`config.mk`:
```
export PLATFORM = sky130hd
export DESIGN_NAME = song_reader_flat
export DESIGN_NICKNAME = d
export VERILOG_FILES = /design/src/rtl/song_reader_pkg.sv /design/src/rtl/song_reader_if.sv /design/src/rtl/dffr.sv /design/src/rtl/dffre.sv /design/src/rtl/song_rom.sv /design/src/rtl/song_reader.sv /design/src/flat_wrapper.sv
export SDC_FILE = /design/constraint.sdc
export NUM_CORES = 1
export LEC_CHECK = 0
export ABC_AREA = 1
export CORE_MARGIN = 4
export CORE_UTILIZATION = 61
export CTS_CLUSTER_DIAMETER = 40
export DETAILED_ROUTE_END_ITERATION = 10
export PLACE_DENSITY = 0.84
export SYNTH_ARGS = -nofsm -noshare
export SYNTH_HDL_FRONTEND = slang
export SYNTH_HIERARCHICAL = 1
export SYNTH_SLANG_ARGS = --single-unit
```
`constraint.sdc`:
```
create_clock -name clk -period 2.8 [get_ports clk]
set_input_delay 0.56 -clock clk [delete_from_list [all_inputs] [get_ports clk]]
set_output_delay 0.56 -clock clk [all_outputs]
set_load 0.01 [all_outputs]
```
`src/rtl/song_reader_pkg.sv`:
```
// rtl/song_reader_pkg.sv - shared widths, FSM encoding and song ROM image for song_reader
package song_reader_pkg;

    localparam int NOTE_W    = 6;
    localparam int DUR_W     = 6;
    localparam int SONG_BITS = 2;
    localparam int NOTE_BITS = 5;
    localparam int ADDR_W    = SONG_BITS + NOTE_BITS;
    localparam int WORD_W    = NOTE_W + DUR_W;

    localparam logic [2:0] S_IDLE     = 3'd0;
    localparam logic [2:0] S_FETCH    = 3'd1;
    localparam logic [2:0] S_WAIT_ROM = 3'd2;
    localparam logic [2:0] S_LOAD     = 3'd3;
    localparam logic [2:0] S_GUARD    = 3'd4;
    localparam logic [2:0] S_PLAY     = 3'd5;
    localparam logic [2:0] S_ADVANCE  = 3'd6;

    localparam logic [DUR_W-1:0]     END_MARKER_DUR = '0;
    localparam logic [NOTE_BITS-1:0] IDX_LAST       = '1;

    // Song ROM image, word = {note, duration}:
    //   song 0: note 20+i, 12 beats
    //   song 1: note i (entry 0 is a rest), 1 beat
    //   song 2: entries 0-4 note 10+i / 3 beats, entry 5 end marker, rest filler
    //   song 3: note 45-i, 7 beats
    function automatic logic [WORD_W-1:0] song_word(input logic [ADDR_W-1:0] addr);
        logic [NOTE_BITS-1:0] i;
        logic [NOTE_W-1:0]    n;
        logic [DUR_W-1:0]     d;
        i = addr[NOTE_BITS-1:0];
        case (addr[ADDR_W-1:NOTE_BITS])
            2'd0: begin
                n = NOTE_W'(20) + NOTE_W'(i);
                d = DUR_W'(12);
            end
            2'd1: begin
                n = NOTE_W'(i);
                d = DUR_W'(1);
            end
            2'd2: begin
                if (i < 5'd5) begin
                    n = NOTE_W'(10) + NOTE_W'(i);
                    d = DUR_W'(3);
                end else if (i == 5'd5) begin
                    n = '0;
                    d = END_MARKER_DUR;
                end else begin
                    n = NOTE_W'(1);
                    d = DUR_W'(1);
                end
            end
            default: begin
                n = NOTE_W'(45) - NOTE_W'(i);
                d = DUR_W'(7);
            end
        endcase
        return {n, d};
    endfunction

endpackage

```
`src/rtl/song_reader_if.sv`:
```
// rtl/song_reader_if.sv - control/player handshake bundle around song_reader
interface song_reader_if;
    import song_reader_pkg::*;

    logic                 play;
    logic [SONG_BITS-1:0] song;
    logic                 note_done;
    logic [NOTE_W-1:0]    note;
    logic [DUR_W-1:0]     duration;
    logic                 new_note;
    logic                 song_done;

    modport master (
        output play, song, note_done,
        input  note, duration, new_note, song_done
    );

    modport slave (
        input  play, song, note_done,
        output note, duration, new_note, song_done
    );
endinterface

```
`src/rtl/dffr.sv`:
```
// rtl/dffr.sv - register with synchronous active-high clear
module dffr #(
    parameter int W = 1
) (
    input  logic         clk,
    input  logic         reset,
    input  logic [W-1:0] d,
    output logic [W-1:0] q
);
    // capture d every cycle, clear on reset
    always_ff @(posedge clk) begin
        if (reset) q <= '0;
        else       q <= d;
    end
endmodule

```
`src/rtl/dffre.sv`:
```
// rtl/dffre.sv - register with synchronous active-high clear and load enable
module dffre #(
    parameter int W = 1
) (
    input  logic         clk,
    input  logic         reset,
    input  logic         en,
    input  logic [W-1:0] d,
    output logic [W-1:0] q
);
    // capture d when enabled, clear on reset
    always_ff @(posedge clk) begin
        if (reset)   q <= '0;
        else if (en) q <= d;
    end
endmodule

```
`src/rtl/song_rom.sv`:
```
// rtl/song_rom.sv - synchronous-read song ROM, one cycle latency
module song_rom
    import song_reader_pkg::*;
(
    input  logic              clk,
    input  logic [ADDR_W-1:0] addr,
    output logic [WORD_W-1:0] dout
);
    // registered read of the song image
    always_ff @(posedge clk) begin
        dout <= song_word(addr);
    end
endmodule

```
`src/rtl/song_reader.sv`:
```
// rtl/song_reader.sv - walks a song ROM and hands notes one at a time to the note player
module song_reader
    import song_reader_pkg::*;
(
    input  logic         clk,
    input  logic         reset,
    song_reader_if.slave bus
);
    logic [2:0]           state;
    logic [2:0]           state_nx;
    logic [NOTE_BITS-1:0] note_idx;
    logic [NOTE_BITS-1:0] idx_nx;
    logic                 idx_en;
    logic [SONG_BITS-1:0] song_q;
    logic [WORD_W-1:0]    rom_dout;
    logic [WORD_W-1:0]    word_q;
    logic [DUR_W-1:0]     rom_dur;
    logic                 rom_end;
    logic                 end_q;
    logic                 song_chg;
    logic                 load_en;
    logic                 strobe;
    logic                 done;

    assign rom_dur  = rom_dout[DUR_W-1:0];
    assign rom_end  = (rom_dur == END_MARKER_DUR);
    assign song_chg = (bus.song != song_q);
    // ROM word is valid in WAIT_ROM; capture it on the way into LOAD
    assign load_en  = (state == S_WAIT_ROM) && bus.play && !song_chg;

    song_rom u_rom (
        .clk  (clk),
        .addr ({song_q, note_idx}),
        .dout (rom_dout)
    );

    dffr #(.W(3)) u_state (
        .clk(clk), .reset(reset), .d(state_nx), .q(state)
    );

    dffre #(.W(NOTE_BITS)) u_idx (
        .clk(clk), .reset(reset), .en(idx_en), .d(idx_nx), .q(note_idx)
    );

    dffr #(.W(SONG_BITS)) u_song (
        .clk(clk), .reset(reset), .d(bus.song), .q(song_q)
    );

    // an end marker never overwrites the last real note on the outputs
    dffre #(.W(WORD_W)) u_word (
        .clk(clk), .reset(reset), .en(load_en && !rom_end), .d(rom_dout), .q(word_q)
    );

    dffre #(.W(1)) u_end (
        .clk(clk), .reset(reset), .en(load_en), .d(rom_end), .q(end_q)
    );

    // next-state, index update and strobes; a song change overrides every non-idle step
    always_comb begin
        state_nx = state;
        idx_nx   = note_idx;
        idx_en   = 1'b0;
        strobe   = 1'b0;
        done     = 1'b0;
        if (song_chg && (state != S_IDLE)) begin
            state_nx = S_FETCH;
            idx_nx   = '0;
            idx_en   = 1'b1;
        end else begin
            case (state)
                S_IDLE:     if (bus.play) state_nx = S_FETCH;
                S_FETCH:    if (bus.play) state_nx = S_WAIT_ROM;
                S_WAIT_ROM: if (bus.play) state_nx = S_LOAD;
                S_LOAD: begin
                    if (bus.play) begin
                        if (end_q) begin
                            done     = 1'b1;
                            idx_nx   = '0;
                            idx_en   = 1'b1;
                            state_nx = S_IDLE;
                        end else begin
                            strobe   = 1'b1;
                            state_nx = S_GUARD;
                        end
                    end
                end
                // the player's done level from the previous note is still high here
                S_GUARD:    if (bus.play) state_nx = S_PLAY;
                // the player pauses its own timer, so done is accepted even when paused
                S_PLAY:     if (bus.note_done) state_nx = S_ADVANCE;
                S_ADVANCE: begin
                    if (bus.play) begin
                        idx_nx = note_idx + 1'b1;
                        idx_en = 1'b1;
                        if (note_idx == IDX_LAST) begin
                            done     = 1'b1;
                            state_nx = S_IDLE;
                        end else begin
                            state_nx = S_FETCH;
                        end
                    end
                end
                default:    state_nx = S_IDLE;
            endcase
        end
    end

    assign bus.note      = word_q[WORD_W-1:DUR_W];
    assign bus.duration  = word_q[DUR_W-1:0];
    assign bus.new_note  = strobe && !reset;
    assign bus.song_done = done && !reset;
endmodule

```
`src/flat_wrapper.sv`:
```
// flat-port wrapper written by rule: the top's interface ports become plain ports
module song_reader_flat import song_reader_pkg::*;
  (clk, reset, bus_play, bus_song, bus_note_done, bus_note, bus_duration, bus_new_note, bus_song_done);
  song_reader_if bus_i ();
  input  logic clk;
  input  logic reset;
  input wire logic [$bits(bus_i.play)-1:0] bus_play;
  input wire logic [$bits(bus_i.song)-1:0] bus_song;
  input wire logic [$bits(bus_i.note_done)-1:0] bus_note_done;
  output wire logic [$bits(bus_i.note)-1:0] bus_note;
  output wire logic [$bits(bus_i.duration)-1:0] bus_duration;
  output wire logic [$bits(bus_i.new_note)-1:0] bus_new_note;
  output wire logic [$bits(bus_i.song_done)-1:0] bus_song_done;
  assign bus_i.play = bus_play;
  assign bus_i.song = bus_song;
  assign bus_i.note_done = bus_note_done;
  assign bus_note = bus_i.note;
  assign bus_duration = bus_i.duration;
  assign bus_new_note = bus_i.new_note;
  assign bus_song_done = bus_i.song_done;
  song_reader u_core (.clk(clk), .reset(reset), .bus(bus_i));
endmodule
```
-- After elaboration in Yosys (flattened, before gate mapping)
Index checks and enable logic that the tools add are counted.
- output and inout bits: 14
- input port bits: 6
- logic and storage cells: 90
- bits in registers: 35
- $add $sub $neg: 4
- $lt $le $gt $ge: 1
- reductions and logical operators: 18
- eq/ne operators: 26
- muxes and demuxes: 34
- operators by type and width (cell ; count):
    2-to-1 mux 3 bit ; 8
    != test 3 x 2 -> 1 bit (second input constant) ; 7
    case mux 3 bit (7 select lines) ; 1
    2-to-1 mux 5 bit ; 4
    case mux 6 bit (3 select lines) ; 1
    2-to-1 mux 1 bit ; 14
    != test 2 bit (second input constant) ; 7
    AND reduction 7 bit ; 2
    case mux 4 bit (3 select lines) ; 1
    case mux 5 bit (2 select lines) ; 1
    == test 3 bit (second input constant) ; 3
    adder 4 x 5 -> 6 bit (first input constant) ; 1
    adder 5 x 5 -> 6 bit (first input constant) ; 1
    == test 3 x 2 -> 1 bit (second input constant) ; 2
    logical AND 1 bit ; 6
    zero test 6 bit ; 1
    2-to-1 mux 6 bit ; 1
    nonzero test 3 bit ; 2
    subtractor 6 x 5 -> 6 bit (first input constant) ; 1
    adder 5 x 1 -> 5 bit (second input constant) ; 1
    == test 5 x 3 -> 1 bit (second input constant) ; 1
    == test 5 bit (second input constant) ; 1
    < comparator 5 x 3 -> 1 bit (second input constant) ; 1
    AND reduction 5 bit ; 1
    11 further kinds ; 14

-- Longest topological paths before layout
- depth after elaboration: 6
- mapped depth: 12

-- Modules after synthesis
The synthesis kept the hierarchy.
- by module, submodules not included (module ; instances ; cells each ; sequential area each (um2) ; area an instance (um2)):
    song_rom ; 1 ; 88 ; 200.2 ; 636.9
    song_reader ; 1 ; 111 ; 0.0 ; 518.0
    dffre at u_core.u_word ; 1 ; 76 ; 240.2 ; 496.7
    dffre at u_core.u_idx ; 1 ; 32 ; 100.1 ; 209.0
    dffr at u_core.u_state ; 1 ; 9 ; 60.1 ; 82.6
    dffr at u_core.u_song ; 1 ; 6 ; 40.0 ; 55.1
    dffre at u_core.u_end ; 1 ; 7 ; 20.0 ; 45.0

-- Worst setup path after synthesis
No wires, ideal clock.
- path type: register to output
- start: reg u_core.u_idx.q[1]
- end: out bus_song_done
- path slack: 0.836 ns
- cell stages (with the launch flop): 9
- arrival time: 1.404 ns
- buffers on the path: 0
- cells stage by stage: dfxtp_1 ha_1 nand2_1 nor2_1 ha_1 inv_1 nor2_1 nand3_1 a21oi_1
- word-level cells in the longest chain between the ends: 6
- RTL lines (what ; line ; source):
    from (decl) ; dffre.sv:9 ; output logic [W-1:0] q
    from (signal assigned) ; dffre.sv:13 ; if (reset) q <= '0;
    from (signal assigned) ; dffre.sv:14 ; else if (en) q <= d;
    == test 5 bit ; song_reader.sv:95 ; if (note_idx == IDX_LAST) begin
    2-to-1 mux 1 bit ; song_reader.sv:95 ;
    2-to-1 mux 1 bit ; song_reader.sv:92 ; if (bus.play) begin
    case mux 1 bit (2 select lines) ; song_reader.sv:70 ; case (state)
    2-to-1 mux 1 bit ; song_reader.sv:65 ; if (song_chg && (state != S_IDLE)) begin
    logical AND 1 bit ; song_reader.sv:111 ; assign bus.song_done = done && !reset;
    to (decl) ; flat_wrapper.sv:13 ; output wire logic [$bits(bus_i.song_done)-1:0] bus_song_done;
No other way between the ends.

-- Worst setup path in the final report
- start: in bus_song[1]
- end: out bus_new_note
- word-level cells in the longest chain between the ends: 4
- RTL lines (what ; line ; source):
    from (decl) ; flat_wrapper.sv:8 ; input wire logic [$bits(bus_i.song)-1:0] bus_song;
    != test 2 bit ; song_reader.sv:27 ; assign song_chg = (bus.song != song_q);
    logical AND 1 bit ; song_reader.sv:65 ;
    2-to-1 mux 1 bit ; song_reader.sv:65 ;
    logical AND 1 bit ; song_reader.sv:110 ; assign bus.new_note = strobe && !reset;
    to (decl) ; flat_wrapper.sv:12 ; output wire logic [$bits(bus_i.new_note)-1:0] bus_new_note;
No other way between the ends.

==> impl_metrics.yaml <==
logic_synthesis:
  syn_inst: 329
  synthXorXnorAreaFrac: 0.00429
  synthesis.area_um2: 2040
  yosys.area_share.simple: 0.408
  synth_warnings: 6
  ys_seq_area_frac: 0.323
  syn_area_per_cell_um2: 6.21
  synth-compound-area-share: 0.0527
  synthMuxAreaShare: 0
  ys_types: 29
  synth_seq_cells: 33
  synth_fa_ha_area_frac: 0.0674
  synth_top_family_by_area: "simple AND/OR/NAND/NOR gates"
finish:
  drive_above_1_share: 0.103
  fin_nets: 374
  areaGrowthSynthToFinish_pct: 14.9
  design_area_um2: 2350
  num_antenna_cells: 0
power_and_ir_drop:
  power_w: 0.00108
  power_leakage_nw: 1.18
  irDropWorstVdd_v: 0.000378
  power_density_nw_per_um2: 462
route:
  dr.pass1.iters: 4
  drt-initial-drc-count: 99
  drcViolationCount: 0
  finalWirelength_um: 3930
  drtAntennaViolNets: 0
  vias: 1963
  routedWlPerCell_um: 9.77
  viasPerCell: 4.88
run_status:
  run_status: "completed"
clocking:
  holdBufCountCts: 0
  cts_max_level: 2
  clock_latency_ns: 0.34
  root_buffer: "clkbuf_4"
  cts_tree: "done"
  cts_buffers: 5
  cts_max_path_buffers: 2
  clock-sinks: 33
  clkTransAtPathRegs_ns: 0.10
place:
  dp_hpwl_um: 2930
  dpl_worst_slack_ns: 0.0883
  place_congestion: 0.915
  postPlaceCellArea_um2: 2290
  io_buffers: 19
sta:
  max_slew.worst_pin.slew_ns: 0.763
  hold_violations: 0
  whs_ns: 0.473
  timing.final.crit_share: 0.937
  final-setup-viol-count: 0
  rsz0062_at_grt: "false"
  max_freq_mhz: 381
  setup_ws_ns: 0.177
  slew_violations: 0
  min_period_ns: 2.62
  setup_tns_ns: 0
  fin_skew_ns: 0.0104
  maxSlewHeadroom: 0.489
floorplanning:
  io_pins: 20
  start_util: 0.653
  die_x_um: 65.9
  rows: 20
  chipHeight_um: 65.9
  dieArea_um2: 4340
  core_area_um2: 3130
critical_path:
  crit_path_end_kind: "output port"
  cp_data_arrival_time_ns: 2.06
  required_ns: 2.24
  crit_path_max_fanout: 3
  startpoint_type: "primary input"
  crit_type: "primary input to output port"
  worst-r2r-setup-slack_ns: 1.10
global_route:
  track_usage: 0.200
  grt-ovfl-total: 0
  grt_pass1_vias: 1735
  antenna_found_initial: 0
  grt_pass1_wl_um: 6850
  grt_max_degree: 25
min_path:
  hold_path.class: "flip-flop to flip-flop"
run:
  maxCapViolCount: 0
## cell type report
| type | instances | area [um^2] |
|---|---|---|
| clock buffer | 5 | 37.5 |
| clock inverter | 3 | 17.5 |
| fill | 263 | 781 |
| inverter | 59 | 221 |
| multi-input combinational | 230 | 1090 |
| sequential | 33 | 661 |
| tap | 44 | 55.1 |
| timing repair buffer | 28 | 260 |
## placed cells by master (no fill, tap or decap)
master	instances
a211oi_1	1
a21oi_1	8
buf_4	9
clkbuf_4	5
clkdlybuf4s50_1	18
clkinv_1	1
clkinv_2	2
clkinvlp_4	1
conb_1	2
dfxtp_1	33
dlymetal6s2s_1	1
ha_1	11
inv_1	52
inv_2	6
nand2_1	95
nand2_2	4
nand3_1	19
nand3_2	3
nand4_1	2
nor2_1	64
nor2_2	3
nor2_4	1
nor3_1	3
nor3b_1	1
o211ai_1	4
o21ai_0	1
o21ai_1	2
o22ai_1	1
o32ai_1	1
or2_2	2
or2_4	1
xnor2_1	1
## synthesized netlist by cell type, drive strengths merged
library cell / number / area share
a21oi: 8 / 0.020
ha: 11 / 0.067
o22ai: 1 / 0.0031
xnor2: 1 / 0.0043
clkinv: 1 / 0.0018
nand4: 2 / 0.0061
nand3: 22 / 0.061
nor3: 3 / 0.0073
or2: 3 / 0.010
inv: 58 / 0.11
conb: 1 / 0.0018
o32ai: 1 / 0.0043
dfxtp: 33 / 0.32
o21ai: 3 / 0.0073
nor2: 68 / 0.13
o211ai: 4 / 0.015
nand2: 99 / 0.19
buf: 8 / 0.034
a211oi: 1 / 0.0037
nor3b: 1 / 0.0037
## path summary, 6_finish.rpt
check | depth (start not counted) | end | startpoint
worst min-delay path | 2 | u_core/u_word/q[8] | u_core/u_word/q[8]
worst max-delay path | 8 | bus_new_note | bus_song[1]
worst max register to register | 8 | u_core/u_idx/q[0] | u_core/u_state/q[2]
worst min register to register | 2 | u_core/u_word/q[8] | u_core/u_word/q[8]
## through the flow
step | cells | utilization
floorplan | 330 | -
detailed placement | 394 | 0.732
CTS | 402 | 0.750
finish | 402 | 0.750
global route | 402 | 0.750
global placement | 394 | 0.732
## critical path, cell delays in order
cell and delay (ns):
clkdlybuf4s50_1 0.50, nand2_1 0.07, nand2_1 0.09, nand2_1 0.06, nand2_1 0.08, nand2_1 0.07
nor2_1 0.09, clkdlybuf4s50_1 0.54
## registers in the layout, indices dropped and copies added, names as in the netlist
signal / count
u_core/u_state/q: 3
u_core/u_song/q: 2
u_core/u_end/q: 1
u_core/u_idx/q: 5
u_core/u_rom/dout: 10
u_core/u_word/q: 12
## where the power goes
part	switching (W)	internal, W
registers	0.0000282	0.000509
logic	0.000170	0.000114
clock network	0.000167	0.0000946
total	0.000365	0.000718
## layer usage
layer  up-vias  share of wire  GRT usage
met4         0          0.020      0.104
met5         -              0          0
met3         8          0.061     0.0510
met2        51           0.47      0.360
li1       1043              -          -
met1       861           0.45      0.212
## kinds of logic (layout without fill, tap and decap cells)
kind of cell / Yosys count / after routing
simple gates: 198 / 198
buf+inv: 67 / 95
flops: 33 / 33
compound gates: 18 / 18
fa+ha+maj: 11 / 11
other cells: 1 / 2
xor+xnor: 1 / 1
## what timing repair did
| action | CTS | global route |
|---|---|---|
| buffers inserted | 0 | 0 |
| resized for setup | 0 | 1 |
| endpoints found under the setup margin | 0 | 1 |
Power figures use the tool's default switching activity.
